## src/rtl/circle_plot.sv

```systemverilog
// Midpoint circle rasteriser: walks one octant and emits either the eight mirrored
// outline points or four horizontal spans per step to a valid/ready pixel sink.
module circle_plot #(
   parameter int SCREEN_W = 160,
   parameter int SCREEN_H = 120,
   parameter int XW       = 8,
   parameter int YW       = 7,
   parameter int RW       = 8,
   parameter int CW       = 3
) (
   input  logic          clk,
   input  logic          rst,
   input  logic          start,
   output logic          done,
   input  logic [XW-1:0] centre_x,
   input  logic [YW-1:0] centre_y,
   input  logic [RW-1:0] radius,
   input  logic [CW-1:0] colour,
   input  logic          fill,
   output logic [XW-1:0] vga_x,
   output logic [YW-1:0] vga_y,
   output logic [CW-1:0] vga_colour,
   output logic          vga_plot,
   input  logic          vga_ready,
   output logic [2:0]    state_dbg
);
   localparam int MW  = (XW > YW) ? ((XW > RW) ? XW : RW) : ((YW > RW) ? YW : RW);
   localparam int AW  = MW + 2;
   localparam int CRW = RW + 2;

   typedef logic signed [AW-1:0]  coord_t;
   typedef logic signed [CRW-1:0] crit_t;
   typedef enum logic [2:0] {IDLE, SETUP, OUTLINE, SPAN, STEP, DONE} state_t;

   localparam coord_t SW_S = coord_t'(SCREEN_W);
   localparam coord_t SH_S = coord_t'(SCREEN_H);

   // Sink handshake: a pixel moves on every rising edge where vga_plot and vga_ready are both
   // high; while vga_plot is high and vga_ready low, vga_x/vga_y/vga_colour are held unchanged.
   state_t        state_q, state_d;
   logic [XW-1:0] cx_q, cx_d;
   logic [YW-1:0] cy_q, cy_d;
   logic [RW-1:0] r_q, r_d;
   logic [CW-1:0] col_q, col_d;
   logic          fill_q, fill_d;
   coord_t        ox_q, ox_d, oy_q, oy_d, xpos_q, xpos_d;
   crit_t         crit_q, crit_d;
   logic [2:0]    idx_q, idx_d;
   logic          vga_plot_q, vga_plot_d, done_q, done_d;
   logic [XW-1:0] vga_x_q, vga_x_d;
   logic [YW-1:0] vga_y_q, vga_y_d;
   logic [CW-1:0] vga_col_q, vga_col_d;

   coord_t cx_s, cy_s, step_inc, cand_x, cand_y;
   logic   adv, on_screen;

   assign cx_s = coord_t'(cx_q);
   assign cy_s = coord_t'(cy_q);

   // Spans 0/1 are rows cy+-oy spanning +-ox; spans 2/3 are rows cy+-ox spanning +-oy.
   function automatic coord_t span_left(input logic [2:0] k, input coord_t cx, input coord_t ox,
                                        input coord_t oy);
      return (k < 3'd2) ? cx - ox : cx - oy;
   endfunction

   function automatic coord_t span_right(input logic [2:0] k, input coord_t cx, input coord_t ox,
                                         input coord_t oy);
      return (k < 3'd2) ? cx + ox : cx + oy;
   endfunction

   function automatic coord_t span_row(input logic [2:0] k, input coord_t cy, input coord_t ox,
                                       input coord_t oy);
      case (k)
         3'd0:    return cy + oy;
         3'd1:    return cy - oy;
         3'd2:    return cy + ox;
         default: return cy - ox;
      endcase
   endfunction

   always_comb begin
      state_d  = state_q;
      cx_d     = cx_q;
      cy_d     = cy_q;
      r_d      = r_q;
      col_d    = col_q;
      fill_d   = fill_q;
      ox_d     = ox_q;
      oy_d     = oy_q;
      crit_d   = crit_q;
      idx_d    = idx_q;
      xpos_d   = xpos_q;
      step_inc = '0;
      adv      = !vga_plot_q || vga_ready;
      case (state_q)
         IDLE: if (start) begin
            cx_d    = centre_x;
            cy_d    = centre_y;
            r_d     = radius;
            col_d   = colour;
            fill_d  = fill;
            state_d = SETUP;
         end
         SETUP: begin
            ox_d    = coord_t'(r_q);
            oy_d    = '0;
            crit_d  = crit_t'(1) - crit_t'(r_q);
            idx_d   = '0;
            xpos_d  = cx_s - coord_t'(r_q);
            state_d = fill_q ? SPAN : OUTLINE;
         end
         OUTLINE: if (adv) begin
            if (idx_q == 3'd7) state_d = STEP;
            else               idx_d   = idx_q + 3'd1;
         end
         SPAN: if (adv) begin
            if (xpos_q != span_right(idx_q, cx_s, ox_q, oy_q)) begin
               xpos_d = xpos_q + coord_t'(1);
            end else if (idx_q == 3'd3) begin
               state_d = STEP;
            end else begin
               idx_d  = idx_q + 3'd1;
               xpos_d = span_left(idx_q + 3'd1, cx_s, ox_q, oy_q);
            end
         end
         STEP: begin
            oy_d = oy_q + coord_t'(1);
            if (crit_q[CRW-1] || (crit_q == '0)) begin
               step_inc = (oy_d <<< 1) + coord_t'(1);
            end else begin
               ox_d     = ox_q - coord_t'(1);
               step_inc = ((oy_d - ox_d) <<< 1) + coord_t'(1);
            end
            crit_d  = crit_q + crit_t'(step_inc);
            idx_d   = '0;
            xpos_d  = cx_s - ox_d;
            state_d = (oy_d > ox_d) ? DONE : (fill_q ? SPAN : OUTLINE);
         end
         DONE: if (!start) state_d = IDLE;
         default: state_d = IDLE;
      endcase
      if (!start && (state_q inside {SETUP, OUTLINE, SPAN, STEP})) state_d = IDLE;
   end

   // Outputs are registered, so the candidate is derived from the next cursor position.
   always_comb begin
      cand_x = '0;
      cand_y = '0;
      if (state_d == SPAN) begin
         cand_x = xpos_d;
         cand_y = span_row(idx_d, cy_s, ox_d, oy_d);
      end else begin
         case (idx_d)
            3'd0:    begin cand_x = cx_s + ox_d; cand_y = cy_s + oy_d; end
            3'd1:    begin cand_x = cx_s + oy_d; cand_y = cy_s + ox_d; end
            3'd2:    begin cand_x = cx_s - oy_d; cand_y = cy_s + ox_d; end
            3'd3:    begin cand_x = cx_s - ox_d; cand_y = cy_s + oy_d; end
            3'd4:    begin cand_x = cx_s - ox_d; cand_y = cy_s - oy_d; end
            3'd5:    begin cand_x = cx_s - oy_d; cand_y = cy_s - ox_d; end
            3'd6:    begin cand_x = cx_s + oy_d; cand_y = cy_s - ox_d; end
            default: begin cand_x = cx_s + ox_d; cand_y = cy_s - oy_d; end
         endcase
      end
      on_screen  = !cand_x[AW-1] && (cand_x < SW_S) && !cand_y[AW-1] && (cand_y < SH_S);
      vga_plot_d = ((state_d == OUTLINE) || (state_d == SPAN)) && on_screen;
      vga_x_d    = vga_plot_d ? cand_x[XW-1:0] : '0;
      vga_y_d    = vga_plot_d ? cand_y[YW-1:0] : '0;
      vga_col_d  = (state_d inside {SETUP, OUTLINE, SPAN, STEP}) ? col_d : '0;
      done_d     = (state_d == DONE);
   end

   always_ff @(posedge clk) begin
      if (rst) begin
         state_q    <= IDLE;
         ox_q       <= '0;
         oy_q       <= '0;
         crit_q     <= '0;
         idx_q      <= '0;
         xpos_q     <= '0;
         vga_plot_q <= 1'b0;
         vga_x_q    <= '0;
         vga_y_q    <= '0;
         vga_col_q  <= '0;
         done_q     <= 1'b0;
      end else begin
         state_q    <= state_d;
         ox_q       <= ox_d;
         oy_q       <= oy_d;
         crit_q     <= crit_d;
         idx_q      <= idx_d;
         xpos_q     <= xpos_d;
         vga_plot_q <= vga_plot_d;
         vga_x_q    <= vga_x_d;
         vga_y_q    <= vga_y_d;
         vga_col_q  <= vga_col_d;
         done_q     <= done_d;
      end
      cx_q   <= cx_d;
      cy_q   <= cy_d;
      r_q    <= r_d;
      col_q  <= col_d;
      fill_q <= fill_d;
   end

   assign done       = done_q;
   assign vga_plot   = vga_plot_q;
   assign vga_x      = vga_x_q;
   assign vga_y      = vga_y_q;
   assign vga_colour = vga_col_q;
   assign state_dbg  = state_q;
endmodule

```

## config.mk

```make
export PLATFORM = sky130hd
export DESIGN_NAME = circle_plot
export DESIGN_NICKNAME = d
export VERILOG_FILES = /design/src/rtl/circle_plot.sv
export SDC_FILE = /design/constraint.sdc
export NUM_CORES = 1
export LEC_CHECK = 0
export ABC_AREA = 1
export ABC_CLOCK_PERIOD_IN_PS = 6920
export CORE_AREA = 3 3 268 138
export CTS_BUF_LIST = sky130_fd_sc_hd__clkbuf_2
export DETAILED_ROUTE_END_ITERATION = 16
export DIE_AREA = 0 0 271 141
export PLACE_DENSITY = 0.51
export SLEW_MARGIN = 10
export SYNTH_ARGS = -nofsm -noshare
export SYNTH_HDL_FRONTEND = slang
export SYNTH_SLANG_ARGS = --single-unit
export TNS_END_PERCENT = 50
```

## constraint.sdc

```tcl
create_clock -name clk -period 6.92 [get_ports clk]
set_input_delay 1.384 -clock clk [delete_from_list [all_inputs] [get_ports clk]]
set_output_delay 1.384 -clock clk [all_outputs]
set_load 0.005 [all_outputs]
```

==> flow_metrics.tcl <==
set metrics [dict create \
    power_density_nw_per_um2 321 \
    slew_viol_final 0 \
    nNetsFinal 1778 \
    hold_viol_final 0 \
    grt_overflow 0 \
    port-buffer-count 53 \
    async_reset_ff_share_pct 0 \
    worst_skew_pair.late_latency_ps 750 \
    status "finished, final reports clean" \
    internal_power_mw 1.64 \
    leakagePower_nw 5.57 \
    cts_resized 0 \
    gp_congestion 0.936 \
    power.share.clock_pct 7.5 \
    slew_headroom_pct 45.4 \
    die_x_um 271 \
    combPwrFrac_pct 72.7 \
    vias 10400 \
    power.total_mw 3.73 \
    final_antenna_net_count 0 \
    critPathBufInv 4 \
    critPathTopFamily "simple AND/OR/NAND/NOR gates" \
    crit_arrival_ps 6930 \
    synth_area_leaders "dfxtp_1 (13%), ha_1 (13%), nand2_1 (13%)" \
    grt_pass1_vias 9773 \
    tns_ps 0 \
    synth.most_common_cell "nand2_1" \
    cts.clk_slew.worst_paths_ps 300 \
    cts_tree "built" \
    setup_viol 0 \
    slowest_delay_ps 540 \
    wl_per_cell_um 17.6 \
    cts_root_buffer "clkbuf_2" \
    initial_utilization_pct 30.1 \
    synth_common_cells "nand2_1 (354), inv_1 (221), nor2_1 (194), ha_1 (109), o21ai_0 (102)" \
    antenna_found_initial 1 \
    synth_top_area_cell "dfxtp_1" \
    drt_wl_total_um 37200 \
    ys_seq_area_share_pct 20.2 \
    synth_seq_cells 93 \
    dieArea_um2 38200 \
    ir_drop_uv 103 \
    syn-instance-count 1578 \
    synth_area_um2 10400 \
    synth_edf_count 24 \
    post-route-period-util_pct 91.0 \
    area_delta_synth_final_pct 11.8 \
    synth_ff_type "dfxtp_1" \
    drive_above_1_share_pct 7.72 \
    vias_per_cell 4.94 \
    hold_ws_ps 525 \
    tightest_slew_ps 820 \
    coreArea_um2 34500 \
    finClkSkew_ps 84.1 \
    grt_max_degree 43 \
    grt.total_usage_pct 19.6 \
    finalInstanceArea_um2 11600 \
    criticalPathCategory "reg -> reg" \
    hpwlAfterDp_um 30300 \
    clockBufferDepth 2 \
    drt_iter0_drc 850 \
    dieHeight_um 141 \
    syn_nets 1729 \
    cts_hold_buf 0 \
    critPathSlowestCell "dfxtp_1" \
    max_cap_violations 0 \
    p_seq_share_pct 19.8 \
    fmax_ghz 0.159 \
    htreeDepth 3 \
    ys_warn_count 0 \
    cp_data_required_time_ps 7550 \
    hold_class "reg -> reg" \
    power.switching_mw 2.09 \
    rsz0062_at_grt "false" \
    crit_path_end_kind "flop" \
    pin_count 54 \
    synth.top_cell.area_share_pct 13.3 \
    numCtsBuffers 9 \
    drtPass1Iterations 6 \
    synth_area_per_cell_um2 6.59 \
    worstSetupStartpointType "flop" \
    worstPathMaxFanout 16 \
    timing.final.crit_period_ps 6300 \
    swShare_pct 56.1 \
    grt_first_pass_wirelength_um 57200 \
    drcViolationCount 0 \
    rows 48 \
    cpMostUsedCell "nand2_1" \
    place_area_um2 11500 \
    synth.distinct_cells 61 \
    clock-sinks 93 \
]
## layout by cell type, fill, tap and decap left out, types with 5 or more instances in the layout
cell,count
nand2_1,354
inv_1,221
nor2_1,194
ha_1,109
o21ai_0,102
a21oi_1,73
nand3_1,70
dfxtp_1,69
xor2_1,66
clkdlybuf4s50_1,53
edfxtp_1,24
inv_2,21
nor3_1,19
nor2_4,18
o22ai_1,16
nand4_1,16
buf_4,16
xnor2_1,14
nand2_2,12
fa_1,11
o21bai_1,10
nand2_4,9
nand3b_1,9
clkbuf_2,9
o211ai_1,8
or2_2,8
a31oi_1,8
o21ai_1,7
o31ai_1,7
nor2_2,6
nand3_2,6
a41oi_1,6
a21o_1,5
o221ai_1,5
## through the flow
step	worst slack, ps	util [%]	std cells
6_report	624	33.7	2108
5_1_grt	11.7	33.7	2108
4_1_cts	584	33.5	2105
3_5_place_dp	679	33.3	2089
3_3_place_gp	768	33.3	2089
2_1_floorplan	1450	-	1578
## repair_timing
action                                  in CTS  in global routing
endpoints found under the setup margin       0                 11
buffers inserted                             0                  2
hold endpoints to repair                     0                  0
## flip-flops by register name, indices dropped and copies added (netlist names)
| name | count |
|---|---|
| crit_q | 10 |
| ox_q | 10 |
| oy_q | 10 |
| xpos_q | 10 |
| cx_q | 8 |
| r_q | 8 |
| vga_x | 8 |
| cy_q | 7 |
| vga_y | 7 |
| col_q | 3 |
| idx_q | 3 |
| state_dbg | 3 |
| vga_colour | 3 |
| done | 1 |
| fill_q | 1 |
| vga_plot | 1 |
## power groups by stage
stage                     Combinational (mW)  Clock (mW)  Sequential (mW)
after detailed placement                2.67           0            0.750
after floorplan                         1.96           0            0.712
after CTS                               2.68       0.294            0.739
after global routing                    3.05       0.311            0.752
after global placement                  2.68           0            0.754
final                                   2.71       0.280            0.740
## layout make-up
type | instances | area [um^2]
Clock buffer | 9 | 45.0
Clock inverter | 7 | 47.5
Tap cell | 475 | 594
Sequential cell | 93 | 2100
Fill cell | 3806 | 22900
Antenna cell | 1 | 2.50
Timing Repair Buffer | 71 | 691
Multi-Input combinational cell | 1208 | 7230
Inverter | 244 | 918
## tightest hold or removal path, cell delays in order, from the launching register on
cell and delay, ps:
dfxtp_1 410, nand2_1 70, a21oi_1 60
## kinds of logic (layout without fill, tap and decap cells)
group | count (synthesis) | after routing | synth area share [%]
adders and majority gates | 120 | 120 | 15.2
other | 0 | 1 | 0
xor gates and xnor gates | 80 | 80 | 6.73
DFF | 93 | 93 | 20.2
AOI/OAI and AO/OA | 273 | 273 | 15.4
buffers and inverters | 277 | 331 | 10.3
and+or+nand+nor | 735 | 735 | 32.1
## final timing paths
kind                                              from                     end  slack (ps)  cells past startpoint
worst min-delay path            crit_q[7]$_SDFFE_PP0N_  crit_q[7]$_SDFFE_PP0N_         520                      2
worst max register to register     idx_q[1]$_SDFF_PP0_     vga_y[2]$_SDFF_PP0_         620                     39
worst min register to register  crit_q[7]$_SDFFE_PP0N_  crit_q[7]$_SDFFE_PP0N_         520                      2
worst max-delay path               idx_q[1]$_SDFF_PP0_     vga_y[2]$_SDFF_PP0_         620                     39
## routing by layer
metal  global-route usage (%)  vias up  wire length, um  part of all wire (%)
met5                        0        -                0                     0
met4                     5.70        0              976                   2.6
met3                     3.66       46             2470                   6.7
met2                     30.9      308            16000                    43
met1                     27.3     4817            17700                    48
li1                         -     5238                -                     -
(Power assumes the default switching activity.)
==> variant 1 (same flow settings) <==
Change the parameter `XW` from 8 to 10.
--- a/src/rtl/circle_plot.sv
+++ b/src/rtl/circle_plot.sv
@@ -3,7 +3,7 @@
 module circle_plot #(
    parameter int SCREEN_W = 160,
    parameter int SCREEN_H = 120,
-   parameter int XW       = 8,
+   parameter int XW       = 10,
    parameter int YW       = 7,
    parameter int RW       = 8,
    parameter int CW       = 3
Ports: changed (resized centre_x and vga_x); port bits go from 54 to 58. No check against the original RTL was run, so the function may have changed too.
==> variant 1 against the original RTL <==
  * Worst setup slack lost 200 ps
  * Clock power is 18% higher
  * Cell count is 20% higher
  * Wire length increased by 31%
  * Count of clock-buffer cells in the layout unchanged
  * First-iteration DRC count is 42% higher
  * Synthesized area rose by 18%
  * Sequential cell count increased by 10
  * Clock skew is 51 ps lower
  * Worst hold slack improved by 32 ps
  * Total power is 29% higher
  * Final area up 19%
  * Critical path depth increased by 6
  * Critical path type unchanged
  * Largest cell class unchanged
==> variant 1: results (changes against the original RTL) <==
| Metric | Value |
|---|---|
| Status | `finished, final reports clean` |
| Routed Wire Length | `48.73 mm (+31%)` |
| Number of antenna violations at the first check in global routing | `3 (+2)` |
| Finished Core Util | `40.21% (+6.5 points)` |
| Met1 track demand over resource in global routing | `35.72% (+8.5 points)` |
| Layout net count | `2202 (+24%)` |
| Fraction of final layout cells with drive strength greater than 1 | `8.464% (+0.74 points)` |
| Worst-Skew Late Latency | `810 ps (+60 ps)` |
| GR Layer Usage met3 | `7.619% (+4.0 points)` |
| Clock skew after layout | `32.81 ps (-51.27 ps)` |
| Worst Path Max Fanout | `9 (-7)` |
| Worst setup slack after placement | `47.47 ps (-631.9 ps)` |
| Largest net degree at the start of global routing | `47 (+9.3%)` |
| Number of buffers added on ports | `57 (+7.5%)` |
| Share of the synthesized netlist area taken by xor and xnor gates | `6.301% (-0.43 points)` |
| Compound-Gate Fraction of Synth Area | `15.25% (-0.18 points)` |
| Fraction of the yosys area taken by sequential cells | `18.99% (-1.2 points)` |
| Switching power as a share of total power | `57.48% (+1.4 points)` |
| Wire per inst | `19.30 µm (+9.5%)` |
| Slowest stage cell, crit path | `fa_2` |
| Met2 demand-to-capacity share in global routing | `37.54% (+6.6 points)` |
| Initial detailed-routing violation count | `1208 (+42%)` |
| Largest stage delay on the critical path | `460 ps (-80 ps)` |
| Via count of the first global-routing pass | `12130 (+24%)` |
| Maximum resistive drop on vdd | `0.0001189 V (+16%)` |
variant 1: cell types whose count changed after synthesis, sizes merged, moves of 13 or more:
cell / unedited run / this run
o21ai: 113 / 132
nand3: 79 / 122
a21oi: 74 / 104
nand4: 18 / 31
inv: 243 / 278
nor2: 218 / 238
nand2: 375 / 548
variant 1: cell families after synthesis:
| group | count (synthesis) |
|---|---|
| DFF | 103 |
| xor gates and xnor gates | 88 |
| buffers and inverters | 320 |
| AOI/OAI and AO/OA | 326 |
| adders and majority gates | 130 |
| muxes | 1 |
| and+or+nand+nor | 988 |
| other | 1 |
variant 1: tightest hold or removal path, stage by stage, from the launching register on:
cell and delay [ps]:
dfxtp_1 390, inv_1 80, a221oi_1 80
variant 1: timing repair:
| item | in CTS | in global routing |
|---|---|---|
| resized for setup | 1 | 44 |
| buffers inserted | 0 | 13 |
| pin swaps | 0 | 14 |
| cloned | 0 | 1 |
| setup endpoints to repair | 6 | 16 |
variant 1: routing by layer:
layer	wire [µm]	vias to the layer above
met5	7	-
met4	1341	2
met3	4532	90
met2	19780	487
met1	23080	6004
li1	-	6549
variant 1: final cells by class:
type / instances / area share [%]
Antenna cell: 6 / 0.1081
Clock buffer: 9 / 0.3244
Clock inverter: 7 / 0.5496
Inverter: 280 / 7.613
Multi-Input combinational cell: 1535 / 63.33
Sequential cell: 103 / 16.78
Tap cell: 475 / 4.280
Timing Repair Buffer: 110 / 7.019
variant 1: power groups by stage:
stage	logic (mW)	registers [mW]	clock network, mW
after global placement	3.46	0.801	0
after floorplan	2.49	0.766	0
after CTS	3.46	0.789	0.344
after global routing	4.12	0.799	0.374
after detailed placement	3.44	0.799	0
final	3.68	0.791	0.329
variant 1: worst paths after layout:
| check | from | endpoint | depth (start not counted) | slack [ps] |
|---|---|---|---|---|
| min reg2reg | crit_q[9] | crit_q[9] | 2 | 560 |
| min | crit_q[9] | crit_q[9] | 2 | 560 |
| max reg2reg | idx_q[1] | vga_x[7] | 45 | 430 |
| max | idx_q[1] | vga_x[7] | 45 | 430 |
==> variant 2 (same flow settings) <==
Made on the original files. Remove the case item `3'd4` of the case on `idx_d`.
--- a/src/rtl/circle_plot.sv
+++ b/src/rtl/circle_plot.sv
@@ -155,7 +155,6 @@
             3'd1:    begin cand_x = cx_s + oy_d; cand_y = cy_s + ox_d; end
             3'd2:    begin cand_x = cx_s - oy_d; cand_y = cy_s + ox_d; end
             3'd3:    begin cand_x = cx_s - ox_d; cand_y = cy_s + oy_d; end
-            3'd4:    begin cand_x = cx_s - ox_d; cand_y = cy_s - oy_d; end
             3'd5:    begin cand_x = cx_s - oy_d; cand_y = cy_s - ox_d; end
             3'd6:    begin cand_x = cx_s + oy_d; cand_y = cy_s - ox_d; end
             default: begin cand_x = cx_s + ox_d; cand_y = cy_s - oy_d; end
Behaviour: same outputs for any inputs over 4 cycles, from zero or initial values and one cycle with rst high; that may be too few to reach the edited logic, so the function may still have changed.
==> variant 2 against the original RTL <==
  * First-iteration DRC count rose by 30%
  * Worst setup slack improved by 15 ps
  * Cell count barely moved
  * Global-route usage fell by 0.20 points
  * Combinational power fell by 12%
  * Final area fell by 1.0%
  * Total power fell by 8.7%
  * Wire length fell by 0.79%
  * Non-clock buffer count rose by 3
  * Synthesized area fell by 1.4%
  * Sequential cell count did not move
  * Count of clock-buffer cells in the layout rose by 1
  * Critical endpoint is now vga_x[0]
  * Highest routed layer unchanged
==> variant 2: results (changes against the original RTL) <==
| Metric | Value |
|---|---|
| Via count of the first global-routing pass | `9748 (-0.26%)` |
| Netlist cell types | `53 (-13%)` |
| Share of the synthesized netlist area taken by xor and xnor gates | `6.746% (+0.012 points)` |
| Wire per inst | `17.48 µm (-0.88%)` |
| Hpwl dp | `30.24 mm (about the same)` |
| CTS hold repair buffers | `0 (unchanged)` |
| Initial detailed-routing violation count | `1103 (+30%)` |
| Layout net count | `1779 (+0.056%)` |
| Number of buffers between clock root and the deepest sink | `2 (unchanged)` |
| Worst Path Max Fanout | `18 (+2)` |
| Clock skew after layout | `34.75 ps (-49.33 ps)` |
| Fraction of the yosys area taken by sequential cells | `20.50% (+0.29 points)` |
| Top cells by instance count after synthesis | `381 x nand2_1, 221 x inv_1, 196 x nor2_1` |
| First-pass GRT wire length | `56.47 mm (-1.2%)` |
| Status | `finished, final reports clean` |
| Length in cells of the worst reg-to-reg path | `36 (-7.7%)` |
| Placer congestion estimate | `0.9677 (+3.4%)` |
| Via count of the routed design | `10250 (-1.5%)` |
| Worst Hold Class | `reg2reg` |
| Synth top area cells | `nand2_1 14%, dfxtp_1 13%, ha_1 13%` |
| Number of antenna violations at the first check in global routing | `2 (+1)` |
| Worst-Skew Late Latency | `690 ps (-60 ps)` |
| Clock-pin slew on the worst setup and hold paths | `280 ps (-20 ps)` |
| Worst slew margin relative to its limit | `37.55% (-7.8 points)` |
| Leakage power figure | `5.545 nW (-0.49%)` |
| Largest stage delay on the critical path | `450 ps (-90 ps)` |
| Synthesized Nets | `1722 (-0.40%)` |
| Hold depth | `2 (unchanged)` |
| Worst setup slack after placement | `529.0 ps (-150.3 ps)` |
| Arrival time reported for the critical path endpoint | `6910 ps (-20 ps)` |
| Fraction of synthesized area in multiplexers | `0.2928% (+0.29 points)` |
| Largest net degree at the start of global routing | `40 (-7.0%)` |
| Adder-Cell Fraction of Synth Area | `15.44% (+0.22 points)` |
| Number of buffers created by CTS | `9 (unchanged)` |
| Syn. warnings | `0 (unchanged)` |
| All-Layer GR Usage | `19.39% (-0.20 points)` |
| DR pass1 iterations | `10 (+4)` |
| Slowest stage cell, crit path | `fa_1` |
| Number of buffers inserted by post-CTS setup repair | `0 (unchanged)` |
| Compound-Gate Fraction of Synth Area | `15.69% (+0.26 points)` |
| Cell at the root of the clock tree | `clkbuf_2` |
| Maximum resistive drop on vdd | `0.0001009 V (-1.6%)` |
| Count of filler cells inserted in the layout | `3829 (+0.60%)` |
| Fraction of final layout cells with drive strength greater than 1 | `6.736% (-0.98 points)` |
variant 2: metrics by stage:
stage / cells / area, µm² / power, mW
after floorplan: 1571 / 10260 / 2.446
after global placement: 2092 / 11390 / 3.112
after detailed placement: 2092 / 11390 / 3.099
after CTS: 2108 / 11510 / 3.413
after global routing: 2110 / 11510 / 3.753
final: 2110 / 11510 / 3.408
variant 2: cell families after synthesis:
family                   count (synthesis)
AO/OA/AOI/OAI                          272
adder cells (fa/ha/maj)                120
buffers and inverters                  263
AND/OR/NAND/NOR                        741
multiplexers                             3
flip-flops                              93
XOR/XNOR                                79
variant 2: metal layers:
layer	routed length [µm]	vias up	GRT usage, %	part of all wire, %
li1	-	5227	-	-
met1	17770	4662	26.90	48
met2	16040	311	31.04	43
met3	2289	52	3.452	6.2
met4	778	0	5.157	2.1
met5	0	-	0	0
variant 2: path summary, 6_finish.rpt:
check        slack, ps         to  startpoint
max                640   vga_x[0]    idx_q[2]
min                520  crit_q[7]   crit_q[7]
max reg2reg        640   vga_x[0]    idx_q[2]
min reg2reg        520  crit_q[7]   crit_q[7]
variant 2: cell type report:
class                      count  area share, %
multi-input combinational   1215          61.92
tap                          475          5.163
antenna                        2        0.04348
timing repair buffer          74          5.978
clock inverter                 6         0.5326
inverter                     235          7.663
sequential                    93          18.26
clock buffer                  10         0.4348
variant 2: tightest hold or removal path: cells and delay by family, from the launching register on:
kind | cells | cell delay [ps]
compound gates | 1 | 50
flops | 1 | 400
simple gates | 1 | 70
variant 2: power breakdown:
| part | leakage [nW] | internal, mW | switching [mW] |
|---|---|---|---|
| sequential | 0.791 | 0.641 | 0.0845 |
| clock | 0.0703 | 0.0846 | 0.210 |
| combinational | 4.68 | 0.828 | 1.56 |
